**src/rtl/dm_access_ctrl.sv**
```systemverilog
// dm_access_ctrl: processor-side master for a word-addressed, byte-enabled
// data memory. Takes one load/store at a time, rejects misaligned requests,
// drives registered memory-side signals for exactly one ACCESS cycle and
// returns zero/sign-extended load data.
//
// state  | meaning
// IDLE   | ready, waiting for i_req
// ACCESS | memory cycle: dm_be/dm_we valid, load data captured at end
// DONE   | o_done pulse
// ERR    | o_misaligned pulse, no memory activity
//
// Ports:
//   i_clk, i_rst        clock, synchronous active-high reset
//   i_req / o_ready     request valid / unit idle and accepting
//   i_wr, i_size,       store flag, size (00 b, 01 h, 10 w, 11 illegal),
//   i_sext              sign-extend for byte/half loads
//   i_addr, i_wdata     byte address, right-justified store data
//   o_rdata             extended load result, held until the next load
//   o_done              one-cycle completion pulse
//   o_misaligned        one-cycle rejection pulse
//   o_dm_addr, o_dm_be, memory word address, byte enable,
//   o_dm_din, o_dm_we   write data, write enable (all registered)
//   i_dm_dout           combinational read word from memory
module dm_access_ctrl #(
   parameter int ADDR_HI = 11
) (
   input  logic               i_clk,
   input  logic               i_rst,
   input  logic               i_req,
   output logic               o_ready,
   input  logic               i_wr,
   input  logic [1:0]         i_size,
   input  logic               i_sext,
   input  logic [31:0]        i_addr,
   input  logic [31:0]        i_wdata,
   output logic [31:0]        o_rdata,
   output logic               o_done,
   output logic               o_misaligned,
   output logic [ADDR_HI-2:0] o_dm_addr,
   output logic [3:0]         o_dm_be,
   output logic [31:0]        o_dm_din,
   output logic               o_dm_we,
   input  logic [31:0]        i_dm_dout
);

   typedef enum logic [1:0] {S_IDLE, S_ACCESS, S_DONE, S_ERR} state_t;

   state_t              r_state;
   state_t              w_next;
   logic                r_wr;
   logic [1:0]          r_size;
   logic                r_sext;
   logic [1:0]          r_addr_lo;
   logic [31:0]         r_rdata;
   logic [ADDR_HI-2:0]  r_dm_addr;
   logic [3:0]          r_dm_be;
   logic [31:0]         r_dm_din;
   logic                r_dm_we;
   logic                w_accept;
   logic                w_misaligned;
   logic [3:0]          w_be;
   logic [7:0]          w_byte;
   logic [15:0]         w_half;
   logic [31:0]         w_load;
   logic                w_unused;

   // Address bits above ADDR_HI are deliberately dropped (no range fault).
   assign w_unused = ^{i_addr[31:ADDR_HI+1]};

   assign w_accept     = (r_state == S_IDLE) && i_req;
   assign w_misaligned = (i_size == 2'b11) ||
                         ((i_size == 2'b01) && i_addr[0]) ||
                         ((i_size == 2'b10) && (i_addr[1:0] != 2'b00));

   always_comb begin
      w_be = 4'b1111;
      case (i_size)
         2'b00:   w_be = 4'b0001 << i_addr[1:0];
         2'b01:   w_be = i_addr[1] ? 4'b1100 : 4'b0011;
         default: w_be = 4'b1111;
      endcase
   end

   always_ff @(posedge i_clk) begin
      if (i_rst) r_state <= S_IDLE;
      else       r_state <= w_next;
   end

   always_comb begin
      w_next       = r_state;
      o_ready      = 1'b0;
      o_done       = 1'b0;
      o_misaligned = 1'b0;
      case (r_state)
         S_IDLE: begin
            o_ready = 1'b1;
            if (i_req) w_next = w_misaligned ? S_ERR : S_ACCESS;
         end
         S_ACCESS: w_next = S_DONE;
         S_DONE: begin
            o_done = 1'b1;
            w_next = S_IDLE;
         end
         S_ERR: begin
            o_misaligned = 1'b1;
            w_next       = S_IDLE;
         end
         default: w_next = S_IDLE;
      endcase
   end

   // Load lane selection uses the latched request, since i_addr may have
   // moved on by the time the memory answers.
   always_comb begin
      w_byte = i_dm_dout[7:0];
      case (r_addr_lo)
         2'd0: w_byte = i_dm_dout[7:0];
         2'd1: w_byte = i_dm_dout[15:8];
         2'd2: w_byte = i_dm_dout[23:16];
         2'd3: w_byte = i_dm_dout[31:24];
         default: w_byte = i_dm_dout[7:0];
      endcase
      w_half = r_addr_lo[1] ? i_dm_dout[31:16] : i_dm_dout[15:0];
      case (r_size)
         2'b00:   w_load = {{24{r_sext & w_byte[7]}}, w_byte};
         2'b01:   w_load = {{16{r_sext & w_half[15]}}, w_half};
         default: w_load = i_dm_dout;
      endcase
   end

   // Memory-side signals are loaded on the accepting edge so they are
   // registered and valid for the whole ACCESS cycle; any other edge
   // (including reset) drops the strobes.
   always_ff @(posedge i_clk) begin
      if (i_rst) begin
         r_wr      <= 1'b0;
         r_size    <= 2'b00;
         r_sext    <= 1'b0;
         r_addr_lo <= 2'b00;
         r_rdata   <= 32'h0;
         r_dm_addr <= '0;
         r_dm_be   <= 4'b0000;
         r_dm_din  <= 32'h0;
         r_dm_we   <= 1'b0;
      end else begin
         if (w_accept) begin
            r_wr      <= i_wr;
            r_size    <= i_size;
            r_sext    <= i_sext;
            r_addr_lo <= i_addr[1:0];
         end
         if (w_accept && !w_misaligned) begin
            r_dm_addr <= i_addr[ADDR_HI:2];
            r_dm_be   <= w_be;
            r_dm_din  <= i_wdata;
            r_dm_we   <= i_wr;
         end else begin
            r_dm_be   <= 4'b0000;
            r_dm_we   <= 1'b0;
         end
         if ((r_state == S_ACCESS) && !r_wr) r_rdata <= w_load;
      end
   end

   assign o_rdata   = r_rdata;
   assign o_dm_addr = r_dm_addr;
   assign o_dm_be   = r_dm_be;
   assign o_dm_din  = r_dm_din;
   assign o_dm_we   = r_dm_we;

endmodule

```
**config.mk**
```make
export PLATFORM = sky130hd
export DESIGN_NAME = dm_access_ctrl
export DESIGN_NICKNAME = d
export VERILOG_FILES = /design/src/rtl/dm_access_ctrl.sv
export SDC_FILE = /design/constraint.sdc
export NUM_CORES = 1
export LEC_CHECK = 0
export ABC_AREA = 1
export CORE_UTILIZATION = 40
export CTS_CLUSTER_SIZE = 40
export DETAILED_ROUTE_END_ITERATION = 8
export PLACE_DENSITY = 0.79
export SLEW_MARGIN = 40
export SYNTH_ARGS = -nofsm -noshare
export SYNTH_HDL_FRONTEND = slang
export SYNTH_SLANG_ARGS = --single-unit
```
**constraint.sdc**
```tcl
create_clock -name i_clk -period 3.42 [get_ports i_clk]
set_input_delay 0.342 -clock i_clk [delete_from_list [all_inputs] [get_ports i_clk]]
set_output_delay 0.342 -clock i_clk [all_outputs]
set_load 0.03 [all_outputs]
```
==> run summary, run 1 <==
Peak VDD IR: 0.000215 V
Slew Limit Headroom: 56.8%
Fraction of layout cells with a size suffix above 1: 4.39%
Final wirelength: 11.3 mm
Die ar.: 0.0105 sq mm
Highest Signal Layer: met4
Switching Fraction: 30.7%
Largest net degree at the start of global routing: 86
Slowest cell on crit path: dfxtp_1
CP endpoint kind: register
Clock Tree Buf Depth: 2
Metal1 wirelength: 4.81 mm
CP Buf/Inv Count: 2
Wire per inst: 12.5 um
Seq pwr share: 43.2%
PD cells: 443 mW/mm^2
Top cells by area, synth: dfxtp_1 (43%), nand2_1 (14%), nor2_1 (12%), inv_1 (7.5%), a21oi_1 (6.8%)
Vias per cell: 4.63
Yosys cell types: 21
Status: finished clean
Worst Path Max Fanout: 20
Commonest cells in the netlist: nand2_1 (149), nor2_1 (132), dfxtp_1 (87)
# diodes: 0
Vias in the first global route: 3725
Critical Path AT: 2.33 ns
Async S/R FF share, synth: 0%
Fmax achieved: 0.484 GHz
Core box area: 0.00977 sq mm
CTS tree: yes
Gr ovfl total: 0
Layout area overhead: 46.6%
Slowest stage delay, CP: 0.74 ns
Comb pwr share: 26.3%
Final net count: 872
Final min period: 2.07 ns
Reported net switching power: 0.000804 W
Clk root buf: clkbuf_8
Top-count cell post-synth: nand2_1
Initial antenna violation count: 0
DRC viols: 0
Total CTS buffers: 9
Synth warnings: 0
Hold path startpoint: o_rdata[3]$_SDFFE_PP0P_
P_int: 0.00182 W
Post-Syn Area: 0.00404 sq mm
Post-CTS Setup Repair Bufs: 0
HPWL Detailed: 8.22 mm
DRT iter0 DRCs: 156
IO Count: 185
CTS Hold Bufs: 0
Post-synth top area cell: dfxtp_1
Die Ht: 102 um
Clock sinks: 87
H-tree levels: 3
Worst EP required: 3.68 ns
Clock Power Share: 30.5%
Worst min path class: register to register
Synth top area share: 43.2%
Tot GR Track Use: 21.1%
Crit Path Category: register to register
Worst-Skew Late Latency: 0.35 ns
Total Power: 0.00262 W
Via Count: 4197
Final setup violation count: 0
Gpl congestion: 0.924
Worst Tran Pin Value: 0.648 ns
Metal2 WL: 5.52 mm
Reg clk slew, reported paths: 0.09 ns
Final period utilization: 60.4%
Crit path max-delay family: flip-flops
1st-pass router iterations: 4
Leak: 2.69 nW
Site row count: 36
Post_cts resized: 0
Met3 routed WL: 707 um
Max-cap violations: 0
Clock skew: 0.0123 ns
Worst Setup SP: r_addr_lo[1]$_SDFFE_PP0P_
Number of enable flip-flop cells after synthesis: 0
Register area share after synthesis: 43.2%
RSZ-0062 raised after global routing: no
PortBufs: 164
Most used flip-flop cell after synthesis: dfxtp_1
CP startpoint kind: register
FF+latch count, synth: 87
Setup TNS: 0 ns
Max Slew Vio Count: 0
Final hold violation count: 0
Die Width: 102 um
Avg Cell Area, Syn: 6.47 sq um
Antenna Nets Post-Route: 0
Syn Inst Count: 624
Initial core utilization: 41.3%
Cells along the critical path: inv_1, nand2_1, a21oi_2, nand2_2, nand3_1, nand2_1, inv_1
Reg-to-Reg Start: r_addr_lo[1]$_SDFFE_PP0P_
Synth Net Count: 727
First-pass GRT wire length: 17.3 mm
registers in the layout (all words and copies together) (netlist names):
signal,cells
r_addr_lo,2
r_size,2
r_wr,1
r_state,2
o_dm_we,1
o_dm_be,4
o_rdata,32
o_dm_addr,10
o_dm_din,32
r_sext,1
cells by family after synthesis:
logic type | after synthesis | synth area share, %
AND/OR/NAND/NOR | 317 | 31.2
buffers and inverters | 121 | 13.1
AO/OA/AOI/OAI | 99 | 12.6
flip-flops | 87 | 43.2
area by class of cell:
type / count / area [sq um]
clock inverter: 5 / 81.3
multi-input combinational: 416 / 1770
tap: 133 / 166
timing repair buffer: 169 / 1690
fill: 918 / 3860
clock buffer: 11 / 141
sequential: 87 / 1740
inverter: 86 / 323
placed cells by master (no fill, tap or decap):
cell type and count:
clkbuf_8 10, a21oi_1 55, dfxtp_1 87, a21oi_2 3
nor2_4 3, nor2_1 132, buf_12 1, or2_2 1
nand2_2 1, inv_2 4, nand3_2 1, nor2_2 1
clkbuf_1 1, clkinv_4 1, clkinv_1 1, nand2_1 149
inv_1 81, o21bai_1 1, nor3_1 5, o21ai_0 40
clkinv_2 1, clkdlybuf4s50_1 164, bufinv_16 2, clkinvlp_4 1
buf_4 4, nand3_1 24
path summary, 6_finish.rpt:
check / endpoint / slack, ns / cells past startpoint
hold / removal: o_rdata[3]$_SDFFE_PP0P_ / 0.47 / 2
setup reg to reg: o_rdata[30]$_SDFFE_PP0P_ / 1.35 / 7
setup / recovery: o_rdata[30]$_SDFFE_PP0P_ / 1.35 / 7
hold reg to reg: o_rdata[3]$_SDFFE_PP0P_ / 0.47 / 2
stage by stage:
stage	utilization, %	cell area (sq um)	worst slack [ns]	hold WS, ns	instances
detailed placement	58.2	5690	1.38	0.460	891
floorplan	-	4040	1.97	0.474	624
global placement	58.2	5690	1.42	0.456	891
finish	60.5	5920	1.35	0.475	907
global route	60.5	5920	1.17	0.500	907
CTS	60.5	5910	1.37	0.473	907
power by group through the flow:
stage	clock (W)	sequential [W]	combinational [W]
floorplan	0	0.00128	0.000277
global placement	0	0.00115	0.000676
detailed placement	0	0.00116	0.000687
CTS	0.000820	0.00113	0.000691
global route	0.000853	0.00114	0.000754
finish	0.000798	0.00113	0.000690
metal layers:
layer	track usage, %	vias to the layer above
met3	3.90	23
met4	9.78	0
li1	-	2183
met5	0	-
met1	26.1	1847
met2	35.2	144
worst register-to-register path, stage by stage (launching register included):
cell and delay (ns):
dfxtp_1 0.74, inv_1 0.43, nand2_1 0.17, a21oi_2 0.08
nand2_2 0.25, nand3_1 0.18, nand2_1 0.10, inv_1 0.04
Note: power is estimated with default switching activity, not from simulation.
==> run 2: changes to the inputs <==
CORE_UTILIZATION = 38   (was 40)
PLACE_DENSITY = 0.78   (was 0.79)
clock period = 1.72 ns   (was 3.42 ns; I/O delays follow)
==> run 2 against run 1 <==
Effect of this change: hold slack worse by 0.085 ns; sequential share of layout area down 0.42 points; largest cell class is now non-clock buffers; critical path type is now register to output pin; power up 100%; sequential cell count unchanged; first-iteration DRC count up 85%; clock power up 110%.
==> run summary, run 2 (synthesized netlist as in run 1, its figures left out) <==
Status: finished clean
Fraction of layout cells with a size suffix above 1: 5.62%
Final period utilization: 91.6%
Site row count: 37
Clk root buf: clkbuf_8
Hold path cells: 3
PortBufs: 164
Cells along the critical path: clkdlybuf4s50_1
RSZ-0062 raised after global routing: no
Gpl congestion: 0.900
Final setup violation count: 0
DRC viols: 0
Hold Slack: 0.390 ns
CP Buf/Inv Count: 1
Clock skew: 0.0168 ns
Vias in the first global route: 3797
Worst Tran Pin Value: 0.572 ns
Wire per inst: 12.6 um
Reg clk slew, reported paths: 0.08 ns
Final wirelength: 11.6 mm
Final hold violation count: 0
Placed cell count: 903
HPWL Detailed: 8.48 mm
DRT iter0 DRCs: 289
Crit path max-delay family: buffers and inverters
PD cells: 881 mW/mm^2
Slowest stage delay, CP: 0.69 ns
Antenna Nets Post-Route: 0
CP endpoint kind: output pin
Critical Path AT: 1.40 ns
Slew Limit Headroom: 61.9%
Total CTS buffers: 9
CP startpoint kind: register
Clock sinks: 87
Hold path startpoint: i_wr
Util after Layout: 58.2%
Tot GR Track Use: 20.7%
Vias per cell: 4.63
1st-pass router iterations: 5
Commonest non-fill, non-tap cell in the layout: clkdlybuf4s50_1
Die Width: 105 um
Fmax achieved: 0.635 GHz
Die ar.: 0.0110 sq mm
Worst-Skew Late Latency: 0.35 ns
Slowest cell on crit path: clkdlybuf4s50_1
Layout area overhead: 48.8%
Worst min path class: input pin to register
Core box area: 0.0103 sq mm
Reg2Reg Setup Slack: 0.28 ns
Max-cap violations: 0
Peak VDD IR: 0.000393 V
Post-CTS Setup Repair Bufs: 0
CTS Hold Bufs: 0
Die Ht: 105 um
CTS tree: yes
Leak: 2.76 nW
Final min period: 1.58 ns
Worst R2R Path Depth: 7
Non-filler cells, final: 919
FILL cells: 953
Worst Path Max Fanout: 2
Max Slew Vio Count: 0
Worst EP required: 1.55 ns
Via Count: 4258
# diodes: 0
Largest net degree at the start of global routing: 61
Setup TNS: 0 ns
Reg2Reg Capture Point: o_rdata[8]$_SDFFE_PP0P_
Initial antenna violation count: 0
Multi-input gate area: 0.00177 sq mm
Crit Path Category: register to output pin
Total Power: 0.00529 W
Initial core utilization: 39.1%
Reg-to-Reg Start: r_state[1]$_SDFFE_PP0P_
Register area: 0.00174 sq mm
Clock Tree Buf Depth: 2
H-tree levels: 3
IO Count: 185
First-pass GRT wire length: 18.1 mm
Worst Hold Path EP: o_dm_we$_SDFF_PP0_
Final net count: 881
Gr ovfl total: 0
Most frequent cells in the layout: clkdlybuf4s50_1 (161), nand2_1 (149), nor2_1 (132)
[run 2: routing by layer]
layer	track usage [%]	share of wire [%]	vias up
met5	0	0	-
met4	11.6	3.8	0
met3	3.06	5.1	32
met2	34.5	49	147
met1	25.4	42	1870
li1	-	-	2209
[run 2: stage by stage]
stage / worst slack, ns / instance area (sq um)
4_1_cts: 0.00571 / 6000
6_report: 0.144 / 6000
5_1_grt: 0.0951 / 6000
3_5_place_dp: -0.0648 / 5770
3_3_place_gp: 0.0139 / 5770
2_1_floorplan: 0.267 / 4040
[run 2: report_power, final]
part	total [W]	switching (W)	internal (W)	leakage [nW]
Combinational	0.00140	0.000793	0.000609	1.93
Sequential	0.00225	0.0000857	0.00216	0.713
Clock	0.00164	0.000736	0.000899	0.120
[run 2: final cells by class]
class | instances | share of cell area (%)
sequential | 87 | 29.0
multi-input combinational | 416 | 29.4
timing repair buffer | 178 | 29.5
inverter | 86 | 5.38
clock buffer | 11 | 2.52
tap | 136 | 2.83
clock inverter | 5 | 1.31
[run 2: worst max-delay path by stage]
stage / start / to / slack, ns / cells after the start
floorplan: r_state[1]$_SDFFE_PP0P_ / o_dm_din[20]$_SDFFE_PP0P_ / 0.27 / 8
global placement: i_addr[0] / o_dm_din[11]$_SDFFE_PP0P_ / 0.01 / 8
detailed placement: i_addr[0] / o_dm_din[9]$_SDFFE_PP0P_ / -0.06 / 8
CTS: r_state[1]$_SDFFE_PP0P_ / o_ready / 0.006 / 2
global route: o_rdata[3]$_SDFFE_PP0P_ / o_rdata[3] / 0.1 / 1
finish: o_rdata[3]$_SDFFE_PP0P_ / o_rdata[3] / 0.14 / 1
[run 2: repair_timing]
item / CTS / global route
hold endpoints to repair: 0 / 0
setup endpoints to repair: 2 / 1
gates cloned: 0 / 0
resized for setup: 2 / 1
